`config.mk`:
```
export PLATFORM = sky130hd
export DESIGN_NAME = platform_reset_sequencer
export DESIGN_NICKNAME = d
export VERILOG_FILES = /design/src/rtl/platform_reset_pkg.sv /design/src/rtl/pl_sync_2ff.sv /design/src/rtl/platform_reset_sequencer.sv
export SDC_FILE = /design/constraint.sdc
export NUM_CORES = 1
export LEC_CHECK = 0
export BUFFER_PORTS_ARGS = -buffer_cell sky130_fd_sc_hd__buf_2
export CAP_MARGIN = 0
export CORE_ASPECT_RATIO = 1.1
export CORE_MARGIN = 2
export CORE_UTILIZATION = 35
export CTS_CLUSTER_DIAMETER = 120
export DETAILED_ROUTE_END_ITERATION = 6
export PLACE_DENSITY = 0.57
export SLEW_MARGIN = 20
export SYNTH_ARGS = -nofsm -noshare
export SYNTH_HDL_FRONTEND = slang
export SYNTH_SLANG_ARGS = --single-unit
```
`constraint.sdc`:
```
create_clock -name pl_clk0 -period 1.7 [get_ports pl_clk0]
set_input_delay 0.34 -clock pl_clk0 [delete_from_list [all_inputs] [get_ports pl_clk0]]
set_output_delay 0.34 -clock pl_clk0 [all_outputs]
set_load 0.02 [all_outputs]
```
`src/rtl/platform_reset_pkg.sv`:
```
`default_nettype none
// Shared state encodings and default timing constants for the platform reset sequencer.
package platform_reset_pkg;

  typedef enum logic [2:0] {
    ST_RESET     = 3'd0,
    ST_WAIT_LOCK = 3'd1,
    ST_DEBOUNCE  = 3'd2,
    ST_REL_IC    = 3'd3,
    ST_RUN       = 3'd4,
    ST_SW_HOLD   = 3'd5
  } seq_state_e;

  localparam int unsigned DEF_DEBOUNCE_CYCLES = 16;
  localparam int unsigned DEF_STAGE_GAP       = 8;
  localparam int unsigned DEF_SW_HOLD_CYCLES  = 16;
  localparam logic [7:0]  RESTART_MAX         = 8'hFF;

  function automatic int unsigned max3_u(input int unsigned a, input int unsigned b,
                                         input int unsigned c);
    int unsigned m;
    m = (a > b) ? a : b;
    return (m > c) ? m : c;
  endfunction

endpackage
`default_nettype wire

```
`src/rtl/pl_sync_2ff.sv`:
```
`default_nettype none
// Two-flop synchronizer with asynchronous active-low reset, for single-bit
// level signals crossing into the local clock domain.
module pl_sync_2ff #(
  parameter logic RESET_VAL = 1'b0
) (
  input  logic clk_i,
  input  logic rst_ni,
  input  logic d_i,
  output logic q_o
);

  logic [1:0] sync_q;

  always_ff @(posedge clk_i or negedge rst_ni) begin
    if (!rst_ni) begin
      sync_q <= {2{RESET_VAL}};
    end else begin
      sync_q <= {sync_q[0], d_i};
    end
  end

  assign q_o = sync_q[1];

endmodule
`default_nettype wire

```
`src/rtl/platform_reset_sequencer.sv`:
```
`default_nettype none
// Platform reset sequencer: debounces clock-wizard lock, then releases the
// interconnect and peripheral resets in order; restarts on lock loss or software request.
module platform_reset_sequencer
  import platform_reset_pkg::*;
#(
  parameter int unsigned DEBOUNCE_CYCLES = DEF_DEBOUNCE_CYCLES,
  parameter int unsigned STAGE_GAP       = DEF_STAGE_GAP,
  parameter int unsigned SW_HOLD_CYCLES  = DEF_SW_HOLD_CYCLES
) (
  input  logic       pl_clk0,
  input  logic       pl_resetn,
  input  logic       clk_wiz_locked,
  input  logic       sw_reset_req,
  output logic       interconnect_aresetn,
  output logic       peripheral_aresetn,
  output logic       peripheral_reset,
  output logic       seq_done,
  output logic [2:0] seq_state,
  output logic [7:0] restart_count
);

  localparam int unsigned CNT_MAX = max3_u(DEBOUNCE_CYCLES, STAGE_GAP, SW_HOLD_CYCLES);
  localparam int unsigned CNT_W   = (CNT_MAX > 1) ? $clog2(CNT_MAX) : 1;

  localparam logic [CNT_W-1:0] DEB_LAST  = CNT_W'(DEBOUNCE_CYCLES - 1);
  localparam logic [CNT_W-1:0] GAP_LAST  = CNT_W'(STAGE_GAP - 1);
  localparam logic [CNT_W-1:0] HOLD_LAST = CNT_W'(SW_HOLD_CYCLES - 1);

  if (DEBOUNCE_CYCLES < 1 || STAGE_GAP < 1 || SW_HOLD_CYCLES < 1) begin : g_bad_param
    $error("platform_reset_sequencer: all stage lengths must be >= 1");
  end

  logic             locked_s;
  seq_state_e       state_q, state_d;
  logic [CNT_W-1:0] cnt_q, cnt_d;
  logic [7:0]       restart_q, restart_d;
  logic             ic_q, ic_d;
  logic             per_q, per_d;
  logic             prst_q;
  logic             done_q;
  logic             bump;

  pl_sync_2ff #(
    .RESET_VAL (1'b0)
  ) u_lock_sync (
    .clk_i  (pl_clk0),
    .rst_ni (pl_resetn),
    .d_i    (clk_wiz_locked),
    .q_o    (locked_s)
  );

  // The counter clears by default, so it restarts from zero on every state entry.
  always_comb begin
    state_d   = state_q;
    cnt_d     = '0;
    restart_d = restart_q;
    bump      = 1'b0;

    unique case (state_q)
      ST_RESET: state_d = ST_WAIT_LOCK;
      ST_WAIT_LOCK: begin
        if (locked_s) state_d = ST_DEBOUNCE;
      end
      ST_DEBOUNCE: begin
        if (!locked_s)             state_d = ST_WAIT_LOCK;
        else if (cnt_q == DEB_LAST) state_d = ST_REL_IC;
        else                       cnt_d   = cnt_q + CNT_W'(1);
      end
      ST_REL_IC: begin
        if (!locked_s)             state_d = ST_WAIT_LOCK;
        else if (cnt_q == GAP_LAST) state_d = ST_RUN;
        else                       cnt_d   = cnt_q + CNT_W'(1);
      end
      ST_RUN: begin
        if (!locked_s) begin
          state_d = ST_WAIT_LOCK;
          bump    = 1'b1;
        end else if (sw_reset_req) begin
          state_d = ST_SW_HOLD;
          bump    = 1'b1;
        end
      end
      ST_SW_HOLD: begin
        if (!locked_s || cnt_q == HOLD_LAST) state_d = ST_WAIT_LOCK;
        else                                 cnt_d   = cnt_q + CNT_W'(1);
      end
      default: state_d = ST_RESET;
    endcase

    if (bump && restart_q != RESTART_MAX) restart_d = restart_q + 8'd1;

    // Outputs decode the next state so they register on the same edge as the state.
    ic_d  = (state_d == ST_REL_IC) || (state_d == ST_RUN);
    per_d = (state_d == ST_RUN);
  end

  always_ff @(posedge pl_clk0 or negedge pl_resetn) begin
    if (!pl_resetn) begin
      state_q   <= ST_RESET;
      cnt_q     <= '0;
      restart_q <= '0;
      ic_q      <= 1'b0;
      per_q     <= 1'b0;
      prst_q    <= 1'b1;
      done_q    <= 1'b0;
    end else begin
      state_q   <= state_d;
      cnt_q     <= cnt_d;
      restart_q <= restart_d;
      ic_q      <= ic_d;
      per_q     <= per_d;
      prst_q    <= ~per_d;
      done_q    <= per_d;
    end
  end

  assign interconnect_aresetn = ic_q;
  assign peripheral_aresetn   = per_q;
  assign peripheral_reset     = prst_q;
  assign seq_done             = done_q;
  assign seq_state            = state_q;
  assign restart_count        = restart_q;

endmodule
`default_nettype wire

```
* Yosys cells after proc, flatten, opt, wreduce, memory -nomap -nowiden
Index checks and enable logic that the tools add are counted.
Storage, ports and cells: flip-flop bits (word level) 20, bits in latches 0, RAM bits 0, memory bits (read-only) 0, input bits 4, output and inout port bits 15, logic and storage cells 43, memories 0
Operators by class: add/sub/neg operators 2, multipliers 0, div/mod/pow operators 0, order comparisons 0, eq/ne operators 10, shift-type cells 0, muxes and demuxes 18, bitwise operators 1, reduce and logical (&&, ||, !) cells 5
Operator list (number):
- $mux 3 | 8
- $mux 4 | 5
- $pmux 3 s6 | 1
- $pmux 4 s3 | 1
- $eq 3x2->1 const B | 3
- $eq 3x3->1 const B | 3
- $add 8x1->8 const B | 1
- $ne 8x8->1 const B | 1
- $add 4x1->4 const B | 1
- $eq 4x3->1 const B | 1
- $eq 4x4->1 const B | 1
- $eq 3x1->1 const B | 1
- $logic_not 3->1 | 1
- $mux 1 | 3
- $logic_or 1x1->1 | 2
- $logic_and 1x1->1 | 1
- $logic_not 1->1 | 1
- $not 1->1 | 1

* Logic depth before layout (Yosys ltp)
Gate-level depths: netlist of the first run.
depth in word-level cells 6, gate-level depth with buffers 5, gate-level depth less buffers 5

* Hierarchy
Synthesis of the first run repeated with hierarchy kept, for this count alone.
Second synthesis, totals: cell total of the unflattened synthesis 89, area total of the unflattened synthesis 1001.0 µm²
Modules (own cells, without submodules):
- platform_reset_sequencer | instances 1, cells each 87, area each 950.9 µm², seq. area each 451.7 µm²
- pl_sync_2ff | instances 1, cells each 2, area each 50.0 µm², seq. area each 50.0 µm²

* Least setup slack after synthesis of the first run
OpenSTA, ideal clock, no wires.
kind reg2reg, start register state_q[1] (netlist: seq_state[1]), end register restart_q[6] (netlist: restart_count[6]), library setup time 128 ps, arrival 1420 ps, data required time 1572 ps, path slack 153 ps, cell stages (with the launch flop) 5, path buffers 0, clock period less this slack 1547 ps, cells stage by stage dfrtp_1 nand2b_4 nor4_4 nand4_1 mux2_1
Between the ends: word-level cells in the longest chain between the ends 3
Ends and longest elaborated chain:
- start, declared | RTL line platform_reset_sequencer.sv:35 | seq_state_e state_q, state_d;
- start signal, assigned | RTL line platform_reset_sequencer.sv:108 | state_q <= state_d;
- $eq 3x3->1 | RTL line platform_reset_sequencer.sv:60 | unique case (state_q)
- $mux 1 | RTL line platform_reset_sequencer.sv:60
- $logic_and 1x1->1 | RTL line platform_reset_sequencer.sv:91 | if (bump && restart_q != RESTART_MAX) restart_d = restart_q + 8'd1;
- end signal, assigned | RTL line platform_reset_sequencer.sv:110 | restart_q <= restart_d;
- end, declared | RTL line platform_reset_sequencer.sv:37 | logic [7:0] restart_q, restart_d;
Every way passes these cells. A chain may end at the register's enable or synchronous reset.

* Worst setup path in the final report of the first run
start register cnt_q[0], end register state_q[1] (netlist: seq_state[1])
Between the ends: word-level cells in the longest chain between the ends 4, elaborated cells on any way between the ends 9, classes of those cells eq/ne: 2; mux: 6; reduce/logical: 1
Ends and longest elaborated chain:
- start, declared | RTL line platform_reset_sequencer.sv:36 | logic [CNT_W-1:0] cnt_q, cnt_d;
- start signal, assigned | RTL line platform_reset_sequencer.sv:109 | cnt_q <= cnt_d;
- $eq 4x3->1 / $eq 4x4->1 (equally long branches) | RTL line platform_reset_sequencer.sv:72, platform_reset_sequencer.sv:67, platform_reset_sequencer.sv:85
- $mux 3, or another cell as far along | RTL line platform_reset_sequencer.sv:72 | else if (cnt_q == GAP_LAST) state_d = ST_RUN;
- $mux 3 (on tied branches) | RTL line platform_reset_sequencer.sv:71, platform_reset_sequencer.sv:66, platform_reset_sequencer.sv:85
- $pmux 3 s6 (*) | RTL line platform_reset_sequencer.sv:60
- named net state_d[1] | RTL line platform_reset_sequencer.sv:35
The timed path passes the listed nets; every way through them passes the cells marked *.

==> results by group, run 1 <==
Outcome
  • Run status: finished, final reports clean

Clocking
  • CTS tree: built
  • Clk sink count: 20
  • CTS clk-pin slew, worst paths: ~0.12 ns
  • Num CTS Buffers: 3
  • Post_cts resized: 0
  • Clock Path Buffers: 2
  • Clk Latency, worst-skew pair: 0.30 ns
  • H-tree levels: 1
  • CTS root buffer: clkbuf_4

Placement
  • Worst slack at placement: roughly 0.085 ns
  • Port Buf Inserts: 18
  • Post-DP HPWL: 1402 µm
  • Placer Congestion: slightly above 0.8

STA
  • Fmax achieved: just over 600 MHz
  • Final period util: 0.9726
  • Final hold violations: 0
  • Final setup margin: about 0.047 ns
  • Post-layout minimum cycle time: between 1.5 and 2 ns
  • Max-slew violation count: 0
  • Hold WS: roughly 0.14 ns
  • Slew @ Worst Pin: just under 0.6 ns
  • Total Neg Setup Slack: 0 ns
  • Max-Slew Margin vs Limit: 0.6017
  • Final setup violation count: 0
  • Final Skew: roughly 0.0045 ns
  • Unrepaired setup endpoints after global routing: false

Drt
  • Router iterations before antenna repair: 4
  • Wire length per cell: 13.72 µm
  • WL final: around 2000 µm
  • Drt drc: 0
  • Number of DRC markers in iteration 0: 15
  • Via Count: around 700
  • Drt via density: between 4 and 5
  • Post-detailed-route count of antenna-violating nets: 0

GRT
  • Initial antenna violation count: 0
  • Gr ovfl total: 0
  • Global-route wire length before repair: 3318 µm
  • Tot GR Track Use: 0.1402
  • Largest net degree at the start of global routing: 21
  • Number of global-route vias before repair: 717

Synthesis
  • Share of Yosys cell area claimed by the top area cell type: 0.4786
  • Syn avg cell area: between 10 and 15 µm²
  • Yosys warns: 0
  • Asr flop ratio synth: 1.000
  • Most used DFF post-synth: dfrtp_1
  • Post-synth EDFFs: 0
  • Commonest cells post-synth: dfrtp_1 (19), nand2_1 (7), nand3_1 (6), nand4_1 (5), nor3_1 (5)
  • Syn Nets: 95
  • Unique masters post-synth: 34
  • Post-synthesis cell count: a little under 90
  • Mapped Area: 993.5 µm²
  • Synth area leaders: dfrtp_1 (48%), xnor2_1 (3.5%), nand4_1 (3.1%), nand3_1 (3.0%), dfstp_2 (2.6%)
  • Biggest area consumer among synthesized cells: dfrtp_1
  • Sequential area share after synthesis: 0.5050
  • Synth Register Bits: 20
  • Top-count cell post-synth: dfrtp_1

Hold path
  • Hold path endpoint: u_lock_sync.sync_q[0]
  • Worst hold start: clk_wiz_locked
  • HP Class: input port to flip-flop
  • WHS Path Cells: 1

Critical path
  • Reg2Reg Depth: 3
  • Worst r2r src: cnt_q[0]
  • CP Class: flip-flop to flip-flop
  • Nature of the critical path endpoint: flip-flop
  • CP Depth: 3
  • CP required: 1.84 ns
  • Startpoint types: flip-flop
  • Critical-path cell list: ha_1 -> and4b_1 -> a2111oi_0
  • R2R Setup Slk: roughly 0.047 ns
  • CP Buf/Inv Count: 0
  • CP top delay family: compound AO/OA/AOI/OAI gates
  • Worst R2R End: seq_state[1]
  • Crit path max fanout: 5
  • WP data arrival: between 1.5 and 2 ns
  • CP max stage cell: a2111oi_0
  • Delay of the slowest critical-path stage: 0.58 ns

Floorplan
  • Die footprint: between 3000 and 4000 µm²
  • Core Area: ~2700 µm²
  • Die Height: 59.88 µm
  • # rows: 20
  • Io pins: 19
  • Initial core utilization: 0.3642
  • Die width: 54.80 µm

Final layout
  • Fraction of layout cells with a size suffix above 1: 0.2973
  • Net total in the final layout: roughly 120
  • Area growth syn-to-layout: 17.63%
  • Ant diodes: 0

Power and ir drop
  • Leak pwr: about 0.57 nW
  • Max VDD drop: 325.4 µV
  • PwrDens: 741.1 nW/µm²
  • Final Power: 0.8660 mW

Run
  • Max cap viols: 0
-- through the flow --
stage | instances | util | instance area [µm²]
floorplan | 89 | - | 993.5
global placement | 139 | 0.4115 | 1122
detailed placement | 139 | 0.4115 | 1122
CTS | 144 | 0.4284 | 1169
global route | 144 | 0.4284 | 1169
finish | 144 | 0.4284 | 1169
-- state kept, by name (all words and copies together), names as in the netlist --
name                  count
restart_count             8
cnt_q                     4
seq_state                 3
u_lock_sync.sync_q        2
interconnect_aresetn      1
peripheral_reset          1
seq_done                  1
-- where the power goes --
part           switching, mW  leakage (nW)  internal (mW)
combinational         0.0449         0.283         0.0311
sequential            0.0164         0.264          0.487
clock                  0.156        0.0210          0.131
total                  0.217         0.568          0.649
-- cells by family after synthesis --
| logic type | count (synthesis) | synth area share |
|---|---|---|
| flip-flops | 20 | 0.5050 |
| multiplexers | 5 | 0.05541 |
| buffers and inverters | 6 | 0.02897 |
| XOR/XNOR | 6 | 0.05290 |
| AND/OR/NAND/NOR | 40 | 0.2544 |
| adder cells (fa/ha/maj) | 2 | 0.02518 |
| AO/OA/AOI/OAI | 10 | 0.07808 |
-- area by class of cell --
class                           instances  area, µm²
Inverter                                3      11.26
Clock buffer                            4      36.28
Sequential cell                        20      501.7
Fill cell                             282       1559
Multi-Input combinational cell         63      462.9
Timing Repair Buffer                   21      115.1
Tap cell                               33      41.29
-- cells in the final DEF, fill, tap and decap left out, types with 3 or more instances in the layout --
cell and instances:
clkbuf_4 3, xnor2_1 4, nand4_1 5, nor3_1 5
dfrtp_1 19, buf_2 18, nand3_1 6, nor2_1 3
nand2_1 7, inv_1 3
-- worst register-to-register path: stages, from the launching register on --
cell and delay, ns:
dfrtp_1 0.41, ha_1 0.27, and4b_1 0.23, a2111oi_0 0.58
-- worst max path at each step --
stage | from | end
6_report | cnt_q[0] | seq_state[1]
5_1_grt | cnt_q[0] | interconnect_aresetn
4_1_cts | cnt_q[0] | seq_state[1]
3_3_place_gp | cnt_q[0] | interconnect_aresetn
3_5_place_dp | cnt_q[0] | seq_state[1]
2_1_floorplan | seq_state[1] | restart_count[6]
-- layer usage --
metal  track usage  part of all wire  routed length [µm]  up-vias
met3       0.03250             0.034                  67        2
met1        0.1994              0.49                 977      341
li1              -                 -                   -      364
met2        0.2041              0.46                 910       12
met5             0                 0                   0        -
met4       0.05357             0.011                  21        0
-- what timing repair did --
action / in CTS / in global routing
hold buffers: 1 / 0
setup buffers: 0 / 0
hold endpoints to repair: 19 / 0
(Power assumes the default switching activity.)
==> run 2: changes to the inputs <==
--- a/config.mk
+++ b/config.mk
@@ -5,14 +5,14 @@
 export SDC_FILE = /design/constraint.sdc
 export NUM_CORES = 1
 export LEC_CHECK = 0
-export BUFFER_PORTS_ARGS = -buffer_cell sky130_fd_sc_hd__buf_2
+export BUFFER_PORTS_ARGS = -buffer_cell sky130_fd_sc_hd__buf_4
 export CAP_MARGIN = 0
 export CORE_ASPECT_RATIO = 1.1
 export CORE_MARGIN = 2
 export CORE_UTILIZATION = 35
 export CTS_CLUSTER_DIAMETER = 120
 export DETAILED_ROUTE_END_ITERATION = 6
-export PLACE_DENSITY = 0.57
+export PLACE_DENSITY_LB_ADDON = 0.25
 export SLEW_MARGIN = 20
 export SYNTH_ARGS = -nofsm -noshare
 export SYNTH_HDL_FRONTEND = slang
==> run 2 against run 1 <==
Net effect: die area is the same; critical path type unchanged; critical endpoint is now interconnect_aresetn; highest routed layer unchanged; largest cell class unchanged; clock power shrank 4%; via count grew 2.6%.
==> results by group, run 2 (synthesis gave the netlist of run 1 again) <==
Placement
  • Placer Congestion: 0.8174 (-1.0%)
  • Worst slack at placement: 0.1333 ns (+0.04814 ns)
  • Post-DP HPWL: 1435 µm (+2.3%)
  • Port Buf Inserts: 18 (unchanged)

Clocking
  • CTS clk-pin slew, worst paths: 0.11 ns (about the same)
  • Clock Path Buffers: 2 (unchanged)
  • Num CTS Buffers: 3 (unchanged)
  • CTS tree: built
  • CTS root buffer: clkbuf_4
  • Clk sink count: 20 (unchanged)
  • Buffer count from post-CTS setup fixing: 0 (unchanged)
  • H-tree levels: 1 (unchanged)
  • Clk Latency, worst-skew pair: 0.30 ns (about the same)

Critical path
  • WP data arrival: 1.76 ns (-0.03 ns)
  • Nature of the critical path endpoint: flip-flop
  • Reg2Reg Depth: 5 (+2)
  • Crit path max fanout: 5 (unchanged)
  • Worst R2R End: interconnect_aresetn
  • Worst r2r src: cnt_q[0]
  • CP required: 1.90 ns (+0.06 ns)
  • CP Class: flip-flop to flip-flop
  • Startpoint types: flip-flop
  • R2R Setup Slk: 0.14 ns (+0.09 ns)

Power and ir drop
  • P_sw: 0.2062 mW (-5.1%)
  • Comb power frac: 0.105 (+0.017)
  • PwrDens: 707.0 nW/µm² (-4.6%)
  • Sw frac: 0.2389 (-0.01198)
  • Leak pwr: 0.5777 nW (+1.7%)
  • Seq pwr share: 0.576 (-0.005)
  • Internal power: 0.6571 mW (+1.3%)
  • Clock network power share: 0.319 (-0.012)
  • Max VDD drop: 328.3 µV (+0.91%)

Drt
  • WL final: 1943 µm (-1.7%)
  • Drt drc: 0 (unchanged)
  • Drt via density: 5.090 (+1.9%)
  • Wire length per cell: 13.40 µm (-2.3%)
  • Number of DRC markers in iteration 0: 9 (-6)
  • Post-detailed-route count of antenna-violating nets: 0 (unchanged)
  • Via Count: 738 (+2.6%)
  • Router iterations before antenna repair: 4 (unchanged)

Floorplan
  • Die footprint: 3281 µm² (unchanged)
  • Initial core utilization: 0.3642 (unchanged)
  • Die width: 54.80 µm (unchanged)
  • Core Area: 2728 µm² (unchanged)
  • # rows: 20 (unchanged)
  • Die Height: 59.88 µm (unchanged)
  • Io pins: 19 (unchanged)

GRT
  • Gr ovfl total: 0 (unchanged)
  • Initial antenna violation count: 0 (unchanged)
  • Tot GR Track Use: 0.1388 (-0.001464)
  • Largest net degree at the start of global routing: 21 (unchanged)
  • Number of global-route vias before repair: 721 (+0.56%)
  • Gr busiest metal: met2
  • Met1 Use GR: 0.1870 (-0.01236)
  • Met2 Usage GRT: 0.2092 (+0.005102)
  • Met3 capacity usage during global routing: 0.02250 (-0.01000)
  • Global-route wire length before repair: 3229 µm (-2.7%)

Hold path
  • Worst hold start: clk_wiz_locked
  • HP Class: input port to flip-flop
  • WHS Path Cells: 1 (unchanged)
  • Hold path endpoint: u_lock_sync.sync_q[0]

Final layout
  • Ant diodes: 0 (unchanged)
  • Fraction of layout cells with a size suffix above 1: 0.3036 (+0.006274)
  • Multi-input gate area: 462.9 µm² (unchanged)
  • Fill count: 277 (-1.8%)
  • Net total in the final layout: 119 (+0.85%)
  • Area growth syn-to-layout: 22.92%
  • Commonest non-fill, non-tap cell in the layout: buf_4
  • Most frequent cells in the layout: buf_4 (21), dfrtp_1 (19), nand2_1 (7)
  • Flip-flop count of the largest register after layout: 8 (unchanged)
  • Sequential cell area: 501.7 µm² (unchanged)

STA
  • Final period util: 0.9205 (-0.05209)
  • Final setup violation count: 0 (unchanged)
  • Total Neg Setup Slack: 0 ns (unchanged)
  • Max-slew violation count: 0 (unchanged)
  • Slew @ Worst Pin: 0.4693 ns (-0.1131 ns)
  • Fmax achieved: 639.0 MHz (+5.7%)
  • Post-layout minimum cycle time: 1.565 ns (-0.08854 ns)
  • Final setup margin: 0.1352 ns (+0.08854 ns)
  • Final Skew: 0.001734 ns (-0.002786 ns)
  • Final hold violations: 0 (unchanged)
  • Max-Slew Margin vs Limit: 0.6791 (+0.07737)
  • Unrepaired setup endpoints after global routing: false

Outcome
  • Run status: finished, final reports clean

Run
  • Max cap viols: 0 (unchanged)
-- run 2: worst max-delay path by stage --
stage,cells after the start,endpoint,start
after CTS,3,seq_state[1],cnt_q[0]
final,5,interconnect_aresetn,cnt_q[0]
after global placement,5,interconnect_aresetn,cnt_q[0]
after detailed placement,3,seq_state[1],cnt_q[0]
after floorplan,4,restart_count[6],seq_state[1]
after global routing,5,interconnect_aresetn,cnt_q[0]
-- run 2: power groups by stage --
stage	sequential (mW)	combinational, mW	clock, mW
finish	0.497	0.0909	0.275
global route	0.499	0.101	0.314
CTS	0.497	0.0927	0.287
detailed placement	0.506	0.0909	0
global placement	0.506	0.0900	0
floorplan	0.513	0.0414	0
-- run 2: per-layer routing --
layer,up-vias,part of all wire
met2,12,0.47
met3,5,0.025
li1,367,-
met1,354,0.48
met4,0,0.022
met5,-,0
-- run 2: worst max-delay path: stages (launching register included) --
cell and delay [ns]:
dfrtp_1 0.41, ha_1 0.27, and4b_1 0.23, a22oi_1 0.22, nor3_1 0.12, a31o_2 0.22
-- run 2: area by class of cell --
cell class              count  area share
flip-flops and latches     20      0.4109
clock buffers               4     0.02971
repair buffers             22      0.1373
multi-input cells          63      0.3791
inverters                   3    0.009221
well taps                  33     0.03381
-- run 2: through the flow --
| stage | cells | power, mW | instance area [µm²] | util | hold slack [ns] |
|---|---|---|---|---|---|
| 6_report | 145 | 0.8633 | 1221 | 0.4477 | 0.1381 |
| 2_1_floorplan | 89 | 0.5546 | 993.5 | - | 0.04441 |
| 5_1_grt | 145 | 0.9142 | 1221 | 0.4477 | 0.1141 |
| 4_1_cts | 145 | 0.8776 | 1221 | 0.4477 | 0.1285 |
| 3_3_place_gp | 140 | 0.5960 | 1175 | 0.4307 | 0.2334 |
| 3_5_place_dp | 140 | 0.5973 | 1175 | 0.4307 | 0.2349 |
-- run 2: timing repair --
| action | 4_1_cts | 5_1_grt |
|---|---|---|
| hold buffers | 1 | 0 |
| resized for setup | 0 | 0 |
| hold endpoints to repair | 19 | 0 |
